### src/rtl/alu_pkg.sv
// Shared opcode map, FSM state encoding and flag bit positions for pipe_alu.
package alu_pkg;

    localparam logic [3:0] OP_PASS = 4'd0;
    localparam logic [3:0] OP_NOT  = 4'd1;
    localparam logic [3:0] OP_AND  = 4'd2;
    localparam logic [3:0] OP_ADD  = 4'd3;
    localparam logic [3:0] OP_NOR  = 4'd4;
    localparam logic [3:0] OP_NAND = 4'd5;
    localparam logic [3:0] OP_SUB  = 4'd6;
    localparam logic [3:0] OP_SLTU = 4'd7;
    localparam logic [3:0] OP_SLL  = 4'd8;
    localparam logic [3:0] OP_SRL  = 4'd9;
    localparam logic [3:0] OP_SRA  = 4'd10;
    localparam logic [3:0] OP_MUL  = 4'd11;
    localparam logic [3:0] OP_SLTS = 4'd12;

    typedef enum logic [1:0] {
        ST_IDLE = 2'd0,
        ST_CALC = 2'd1,
        ST_DONE = 2'd2
    } alu_state_e;

    // flags = {err, V, C, Nf, Z}
    localparam int FLAG_Z   = 0;
    localparam int FLAG_NF  = 1;
    localparam int FLAG_C   = 2;
    localparam int FLAG_V   = 3;
    localparam int FLAG_ERR = 4;

    function automatic logic is_shift(input logic [3:0] op);
        return (op == OP_SLL) || (op == OP_SRL) || (op == OP_SRA);
    endfunction

endpackage

### src/rtl/alu_iter_unit.sv
// Bit-serial shifter and shift-add multiplier; one step per clock while count is non-zero.
module alu_iter_unit
    import alu_pkg::*;
#(
    parameter int N = 32
) (
    input  logic         clk,
    input  logic         rst,
    input  logic         start,
    input  logic [3:0]   op,
    input  logic [N-1:0] a,
    input  logic [N-1:0] b,
    output logic         done,
    output logic [N-1:0] result
);

    localparam int SW = $clog2(N);
    localparam int CW = SW + 1;

    logic [3:0]   op_q;
    logic [N-1:0] acc;
    logic [N-1:0] mcand;
    logic [N-1:0] mplier;
    logic [CW-1:0] count;

    always_ff @(posedge clk or posedge rst) begin
        if (rst) begin
            op_q   <= OP_PASS;
            acc    <= '0;
            mcand  <= '0;
            mplier <= '0;
            count  <= '0;
        end else if (start) begin
            op_q   <= op;
            mcand  <= a;
            mplier <= b;
            if (op == OP_MUL) begin
                acc   <= '0;
                count <= CW'(N);
            end else begin
                acc   <= a;
                count <= {1'b0, b[SW-1:0]};
            end
        end else if (count != '0) begin
            count <= count - CW'(1);
            case (op_q)
                OP_SLL:  acc <= acc << 1;
                OP_SRL:  acc <= acc >> 1;
                OP_SRA:  acc <= {acc[N-1], acc[N-1:1]};
                OP_MUL: begin
                    if (mplier[0]) acc <= acc + mcand;
                    mcand  <= mcand << 1;
                    mplier <= mplier >> 1;
                end
                default: acc <= acc;
            endcase
        end
    end

    // High during the last step, so the owner can leave CALC on the same edge.
    assign done   = (count == CW'(1));
    assign result = acc;

endmodule

### src/rtl/pipe_alu.sv
// Single-request ALU: single-cycle logic/arith ops here, shifts and multiply in alu_iter_unit.
// Handshake: a transfer happens on a rising edge where valid && ready on that side.
module pipe_alu
    import alu_pkg::*;
#(
    parameter int N      = 32,
    parameter bit MUL_EN = 1'b1
) (
    input  logic         clk,
    input  logic         rst,
    input  logic         in_valid,
    output logic         in_ready,
    input  logic [N-1:0] R2,
    input  logic [N-1:0] R3,
    input  logic [3:0]   S2_ALU_OP,
    output logic [N-1:0] R1,
    output logic [4:0]   flags,
    output logic         out_valid,
    input  logic         out_ready,
    output logic [1:0]   dbg_state
);

    localparam int SW = $clog2(N);

    alu_state_e   state, state_nxt;
    logic [N-1:0] a_q, b_q;
    logic [3:0]   op_q;
    logic         accept, iter_start, iter_done, zero_shift;
    logic [N-1:0] iter_result;
    logic [N-1:0] res;
    logic [4:0]   flg;
    logic [N:0]   sum, diff;

    assign in_ready   = (state == ST_IDLE);
    assign accept     = in_valid && in_ready;
    assign iter_start = accept && (is_shift(S2_ALU_OP) || (MUL_EN && (S2_ALU_OP == OP_MUL)));
    assign zero_shift = is_shift(S2_ALU_OP) && (R3[SW-1:0] == '0);
    assign dbg_state  = state;

    alu_iter_unit #(.N(N)) u_iter (
        .clk    (clk),
        .rst    (rst),
        .start  (iter_start),
        .op     (S2_ALU_OP),
        .a      (R2),
        .b      (R3),
        .done   (iter_done),
        .result (iter_result)
    );

    always_comb begin
        state_nxt = state;
        case (state)
            ST_IDLE: if (accept) state_nxt = (iter_start && !zero_shift) ? ST_CALC : ST_DONE;
            ST_CALC: if (iter_done) state_nxt = ST_DONE;
            ST_DONE: if (out_valid && out_ready) state_nxt = ST_IDLE;
            default: state_nxt = ST_IDLE;
        endcase
    end

    always_comb begin
        sum  = {1'b0, a_q} + {1'b0, b_q};
        diff = {1'b0, a_q} - {1'b0, b_q};
        res  = '0;
        flg  = '0;
        case (op_q)
            OP_PASS: res = a_q;
            OP_NOT:  res = ~a_q;
            OP_AND:  res = a_q & b_q;
            OP_NOR:  res = ~(a_q | b_q);
            OP_NAND: res = ~(a_q & b_q);
            OP_ADD: begin
                res        = sum[N-1:0];
                flg[FLAG_C] = sum[N];
                flg[FLAG_V] = (a_q[N-1] == b_q[N-1]) && (sum[N-1] != a_q[N-1]);
            end
            OP_SUB: begin
                res        = diff[N-1:0];
                flg[FLAG_C] = diff[N];
                flg[FLAG_V] = (a_q[N-1] != b_q[N-1]) && (diff[N-1] != a_q[N-1]);
            end
            OP_SLTU: res = {{(N-1){1'b0}}, (a_q < b_q)};
            OP_SLTS: res = {{(N-1){1'b0}}, ($signed(a_q) < $signed(b_q))};
            OP_SLL, OP_SRL, OP_SRA: res = iter_result;
            OP_MUL: begin
                if (MUL_EN) res = iter_result;
                else        flg[FLAG_ERR] = 1'b1;
            end
            default: flg[FLAG_ERR] = 1'b1;
        endcase
        if (!flg[FLAG_ERR]) begin
            flg[FLAG_Z]  = (res == '0);
            flg[FLAG_NF] = res[N-1];
        end
    end

    // First DONE cycle writes the result; out_valid then holds it until taken.
    always_ff @(posedge clk or posedge rst) begin
        if (rst) begin
            state     <= ST_IDLE;
            a_q       <= '0;
            b_q       <= '0;
            op_q      <= OP_PASS;
            R1        <= '0;
            flags     <= '0;
            out_valid <= 1'b0;
        end else begin
            state <= state_nxt;
            if (accept) begin
                a_q  <= R2;
                b_q  <= R3;
                op_q <= S2_ALU_OP;
            end
            if (state == ST_DONE && !out_valid) begin
                R1        <= res;
                flags     <= flg;
                out_valid <= 1'b1;
            end else if (out_valid && out_ready) begin
                out_valid <= 1'b0;
            end
        end
    end

endmodule

### config.mk
export PLATFORM = sky130hd
export DESIGN_NAME = pipe_alu
export DESIGN_NICKNAME = d
export VERILOG_FILES = /design/src/rtl/alu_pkg.sv /design/src/rtl/alu_iter_unit.sv /design/src/rtl/pipe_alu.sv
export SDC_FILE = /design/constraint.sdc
export NUM_CORES = 1
export LEC_CHECK = 0
export CAP_MARGIN = 10
export CORE_UTILIZATION = 50
export CTS_BUF_LIST = sky130_fd_sc_hd__clkbuf_16
export CTS_CLUSTER_SIZE = 20
export DETAILED_ROUTE_END_ITERATION = 6
export DONT_BUFFER_PORTS = 1
export PLACE_DENSITY = 0.69
export SLEW_MARGIN = 15
export SYNTH_ARGS = -nofsm -noshare
export SYNTH_HDL_FRONTEND = slang
export SYNTH_HIERARCHICAL = 1
export SYNTH_SLANG_ARGS = --single-unit
export TNS_END_PERCENT = 30
### constraint.sdc
create_clock -name clk -period 3.42 [get_ports clk]
set_input_delay 0.684 -clock clk [delete_from_list [all_inputs] [get_ports clk]]
set_output_delay 0.684 -clock clk [all_outputs]
set_load 0.01 [all_outputs]
==> results of run 1 <==
layer usage:
metal	global-route usage, %	part of all wire [%]	vias to the layer above
met5	0	0	-
met4	11.3	3.3	0
met3	5.47	8.4	118
met2	53.6	43	852
met1	52.2	45	8672
li1	-	-	8360
worst max-delay path: cells and delay by family (launching register included):
family	cells	cell delay (ns)
buffers and inverters	1	0.05
flip-flops	1	0.39
AO/OA/AOI/OAI	6	1.42
AND/OR/NAND/NOR	5	0.96
adder cells (fa/ha/maj)	2	0.57
power by group:
| part | internal (W) | leakage, nW | switching (W) | total (W) |
|---|---|---|---|---|
| Combinational | 0.00000794 | 6.45 | 0.0000511 | 0.0000591 |
| Sequential | 0.00253 | 2.21 | 0.0000000000000000000908 | 0.00253 |
| Clock | 0.00174 | 0.459 | 0.00120 | 0.00294 |
final timing paths:
check                                               end  depth (start not counted)                from
max                                flags[0]$_DFFE_PP0P_                         14  a_q[0]$_DFFE_PP0P_
min                        u_iter/mplier[3]$_DFFE_PP0P_                          1                 rst
max reg2reg                        flags[0]$_DFFE_PP0P_                         14  a_q[0]$_DFFE_PP0P_
min reg2reg                          R1[24]$_DFFE_PP0P_                          2  R1[24]$_DFFE_PP0P_
max in group asynchronous  u_iter/mcand[27]$_DFFE_PP0P_                          2                 rst
min in group clk                  out_valid$_DFFE_PP0P_                          1           out_ready
cells in the mapped netlist (all sizes together), types with 16 or more instances:
| master | number |
|---|---|
| a22oi | 16 |
| clkbuf | 106 |
| nor2 | 149 |
| o22ai | 17 |
| buf | 41 |
| a31oi | 17 |
| a221o | 16 |
| inv | 110 |
| xnor2 | 29 |
| nor4 | 21 |
| a21o | 31 |
| nand3 | 33 |
| xor2 | 26 |
| a211oi | 28 |
| dfrtp | 214 |
| o221ai | 17 |
| nor3 | 38 |
| o211ai | 33 |
| nand2b | 21 |
| ha | 131 |
| a21oi | 181 |
| mux2i | 83 |
| o21bai | 17 |
| a221oi | 33 |
| o21ai | 255 |
| nor2b | 20 |
| nand2 | 284 |
cells in the final DEF (no fill, tap or decap), types with 8 or more instances in the layout:
master / instances
buf_4: 333
nand2_1: 283
o21ai_0: 237
dfrtp_1: 212
a21oi_1: 167
nor2_1: 143
ha_1: 125
inv_1: 105
mux2i_1: 83
nor3_1: 36
o211ai_1: 32
nand3_1: 31
a21o_1: 30
a221oi_1: 30
xnor2_1: 29
clkbuf_16: 27
xor2_1: 26
a211oi_1: 25
nor2b_1: 20
nand2b_1: 20
a31oi_1: 17
o22ai_1: 17
o21bai_1: 16
a221o_1: 16
a22oi_1: 16
nor4_1: 15
o221ai_1: 15
o21ai_1: 13
nand4_1: 13
a222oi_1: 13
a21oi_2: 12
o31ai_1: 11
mux2_2: 10
and3_1: 10
o31a_1: 9
inv_2: 8
cell families (layout without fill, tap and decap cells):
group           after synthesis  in the layout
fa+ha+maj                   134            134
compound gates              772            772
mux                          93             93
buf+inv                     257            498
xor+xnor                     55             55
simple gates                647            647
flops                       214            214
registers in the layout, indices dropped and copies added (netlist names):
register and flops:
a_q 32, out_valid 1, op_q 4, R1 32, u_iter/count 6, u_iter/result 32
u_iter/mcand 32, u_iter/op_q 4, dbg_state 2, b_q 32, flags 5, u_iter/mplier 32
stage by stage:
step | instance area (um^2) | cells
after floorplan | 17500 | 2172
after global placement | 20200 | 2816
after detailed placement | 20200 | 2816
after CTS | 21200 | 2867
after global routing | 21300 | 2868
final | 21300 | 2868
final cells by class:
class,instances,area [um^2],share of cell area [%]
multi-input combinational,1701,11500,53.7
sequential,214,5360,25.1
timing repair buffer,340,2640,12.4
clock buffer,27,676,3.17
tap,455,569,2.67
inverter,110,419,1.96
clock inverter,21,224,1.05
timing repair:
action | CTS | global route
endpoints found under the setup margin | 10 | 13
gates resized for setup | 40 | 21
buffers inserted | 3 | 1
pin swaps | 14 | 12
==> run summary, run 1 <==
Congestion Overflow GR - 0
r2r setup slk - -0.08 ns
Synth Area in Compound Gates - 28.7%
fin crit share - 102%
Post-synth EDFFs - 0
Slowest-stage cell, CP - dfrtp_1
Critical Path AT - 3.98 ns
CP Max Fanout - 5
Synth Flop Type - dfrtp_1
Syn Area/Cell - 8.06 um^2
unrepaired setup endpoints after global routing - true
root buffer selected by CTS - clkbuf_16
routed vias/inst - 6.28
Setup WS post-layout - -0.0832 ns
total track usage - 35.7%
Crit Path Category - register to register
Die X - 189 um
WL final - 64400 um
simple-gate share of the synthesized area - 17.0%
starting density of the core - 50.7%
PortBufs - 0
leak pwr - 9.12 nW
GPL Wtd Cong - 0.942
n_diodes - 0
Final Slew Violations - 0
Final Hold Viols - 0
initial antenna violation count - 0
largest family of logic cells by synthesized area - compound AO/OA/AOI/OAI gates
post-synthesis xor/xnor area fraction - 2.75%
synth warn - 6
drt pass-1 iters - 7
CORE AREA - 34500 um^2
most frequent CP cell - nor4_1
syn_nets - 2378
Place WS - -0.372 ns
crit path time final - 3.50 ns
clock insertion delay at the later pin of the skew report - 0.58 ns
nets@finish - 2600
Overall Power - 0.00553 W
Pwr Density - 259 nW/um^2
clock sink count - 214
row cnt - 68
share of the synthesized area in the top cell type - 30.6%
Seq/Total Area, Yosys - 30.6%
Iteration-0 DRC Markers - 2069
Data required, critical path - 3.90 ns
multiplexer area fraction after synthesis - 5.39%
worst min-delay path class - primary input to async pin
failing checks - negative setup slack
crit-path cells - inv_2 -> ha_2 -> fa_2 -> o21bai_2 -> nand3_2 -> and2_2 -> o221ai_2 -> a21oi_2 -> o221a_2 -> nor4_1 -> nor4_1 -> a221o_1 -> nand4b_1 -> o41ai_2
hold buffers post-CTS - 0
Setup Skew - 0.0168 ns
endpoints failing setup - 2
Clock transition at path regs - 0.06 ns
vias in the first global route - 16800
Fmax achieved - 285 MHz
Max Buffers Root-to-Sink - 3
Layout fillers - 3093
Critical Path End Type - register
Synth area leader - dfrtp_1
Critical Path Max Stage Delay - 0.39 ns
I/O Pins - 113
worst slew pin tran - 1.02 ns
Synth area leaders - dfrtp_1, ha_1, o21ai_0
Final TNS setup - -0.0923 ns
Die ar. - 35800 um^2
H-tree depth - 1
Wirelength per Cell - 22.5 um
total CTS buffers - 27
max_slew headroom - 31.8%
ys async rst share - 100%
routed vias - 18000
final core utilization - 61.8%
Distinct cells, synth - 94
layout cells sized above 1 - 20.2%
largest net degree at the start of global routing - 109
Adder-Cell Fraction of Synth Area - 9.70%
dpl hpwl - 50300 um
CTS tree - done
die height - 189 um
Hold Slack - 0.0366 ns
FF+latch count, synth - 214
Synth Cell Area - 17500 um^2
crit path launch type - register
global-route wire length before repair - 99400 um
DRC Markers - 0
Antenna Nets Post-Route - 0
outcome - finished, violations left
synthesized netlist cell count - 2172
maxcap violations - 0
VDD IR-drop max - 352 uV
Layout area overhead - 21.9%
Note: power is estimated with default switching activity, not from simulation.
==> run 2: changes to the inputs <==
CORE_UTILIZATION = 47   (was 50)
CTS_CLUSTER_DIAMETER = 120   (was unset)
PLACE_DENSITY = 0.63   (was 0.69)
clock period = 3.9 ns   (was 3.42 ns; I/O delays follow)
==> run summary, run 2 (synthesis results as in run 1) <==
area of the multi-input gates - 11300 um^2
routed vias - 16600
initial antenna violation count - 0
Clock transition at path regs - 0.10 ns
largest net degree at the start of global routing - 160
layout cells sized above 1 - 8.05%
DRC Markers - 3
outcome - finished, violations left
WL final - 60900 um
CORE AREA - 36600 um^2
Iteration-0 DRC Markers - 1852
most frequent cells in the layout - nand2_1, o21ai_0, dfrtp_1
M1 WL - 28700 um
fin crit share - 96.5%
commonest non-fill, non-tap cell in the layout - nand2_1
clock insertion delay at the later pin of the skew report - 0.53 ns
DR WL met2 - 26400 um
crit path launch type - register
Max Buffers Root-to-Sink - 3
H-tree depth - 1
endpoints failing setup - 0
PortBufs - 0
CP Max Fanout - 9
total CTS buffers - 15
nets@finish - 2325
crit path time final - 3.77 ns
worst slew pin tran - 1.01 ns
VDD IR-drop max - 316 uV
leak pwr - 7.62 nW
Congestion Overflow GR - 0
Layout area overhead - 6.91%
Crit Path Category - register to register
Layout fillers - 3521
Critical Path End Type - register
Critical Path AT - 4.18 ns
Fmax achieved - 266 MHz
drt pass-1 iters - 7
global-route wire length before repair - 94400 um
GPL Wtd Cong - 0.973
routed length on met3 - 4720 um
dpl hpwl - 46900 um
row cnt - 70
worst min-delay path class - primary input to async pin
clock sink count - 214
area of placed instances - 18200 um^2
root buffer selected by CTS - clkbuf_16
Place WS - -0.0179 ns
top sig layer - met4
I/O Pins - 113
max_slew headroom - 30.9%
Data required, critical path - 4.31 ns
Die ar. - 38000 um^2
routed vias/inst - 6.42
register area - 5360 um^2
Die X - 195 um
vias in the first global route - 15700
hold buffers post-CTS - 0
Final Hold Viols - 0
Setup Skew - 0.0260 ns
maxcap violations - 0
Setup WS post-layout - 0.135 ns
unrepaired setup endpoints after global routing - false
CTS tree - done
fin area - 18700 um^2
failing checks - design-rule violations
Wirelength per Cell - 23.5 um
R2R cell count - 12
die height - 195 um
Antenna Nets Post-Route - 0
starting density of the core - 47.8%
Pwr Density - 205 nW/um^2
total track usage - 31.7%
n_diodes - 0
Final Slew Violations - 0
==> run 2: cell types whose count changed in the layout (fill, tap and decap cells not counted), moves of 3 or more <==
cell,change
nor4_2,-4
bufinv_16,-4
a21oi_2,-4
clkbuf_16,-12
nor4_1,+5
o21ai_2,-3
buf_4,-259
clkinv_2,-4
nor2_1,+4
nor2_2,-4
a21oi_1,+4
buf_12,-4
==> run 2: metrics by stage <==
stage                     total power, W  hold WS (ns)  util (%)  TNS [ns]  instances
after CTS                        0.00390         0.309      50.8         0       2591
after global placement           0.00231         0.491      49.6         0       2569
after global routing             0.00397         0.326      51.1         0       2592
final                            0.00385         0.246      51.1         0       2592
after detailed placement         0.00231         0.497      49.6   -0.0179       2569
after floorplan                  0.00230         0.495         -         0       2172
==> run 2: final timing paths <==
| path | from | endpoint | slack [ns] |
|---|---|---|---|
| setup / recovery | a_q[7]$_DFFE_PP0P_ | flags[0]$_DFFE_PP0P_ | 0.13 |
| hold / removal | rst | u_iter/mplier[7]$_DFFE_PP0P_ | 0.25 |
| setup reg to reg | a_q[7]$_DFFE_PP0P_ | flags[0]$_DFFE_PP0P_ | 0.13 |
| hold reg to reg | op_q[1]$_DFFE_PP0P_ | op_q[1]$_DFFE_PP0P_ | 0.51 |
| max in group asynchronous | rst | b_q[30]$_DFFE_PP0P_ | 2.74 |
| min in group clk | out_ready | out_valid$_DFFE_PP0P_ | 0.35 |
==> run 2: what timing repair did <==
action                                  4_1_cts  5_1_grt
endpoints found under the hold margin         0        0
resized for setup                             1       24
endpoints found under the setup margin        1        3
pin swaps                                     0        3
buffers inserted                              0        1
gates cloned                                  0        0
==> run 2: where the power goes <==
group | internal (W) | leakage (nW) | switching (W)
Combinational | 0.00000554 | 5.19 | 0.0000448
Clock | 0.000717 | 0.214 | 0.000862
Sequential | 0.00222 | 2.21 | 0.0000000000000000000759
Total | 0.00294 | 7.62 | 0.000907
==> run 2: worst max-delay path, cell delays in order (launching register included) <==
cell and delay, ns:
dfrtp_1 0.42, inv_1 0.08, ha_1 0.44, a21oi_2 0.26, nand2_1 0.12, o2111ai_1 0.28
nand3_2 0.18, a221oi_4 0.33, o21ai_1 0.20, a311o_1 0.44, a2111oi_0 0.43, nor2_1 0.15
o41ai_2 0.32
==> run 2: layer usage <==
| layer | track usage (%) | up-vias |
|---|---|---|
| met4 | 6.71 | 0 |
| met2 | 48.3 | 721 |
| li1 | - | 7811 |
| met1 | 46.9 | 8031 |
| met3 | 5.34 | 75 |
| met5 | 0 | - |
==> run 2: final cells by class <==
type                       instances  share of cell area [%]
tap                              468                    3.13
inverter                         110                    2.25
timing repair buffer              77                    3.29
multi-input combinational       1701                    60.4
clock buffer                      15                    2.00
sequential                       214                    28.6
clock inverter                     7                   0.267
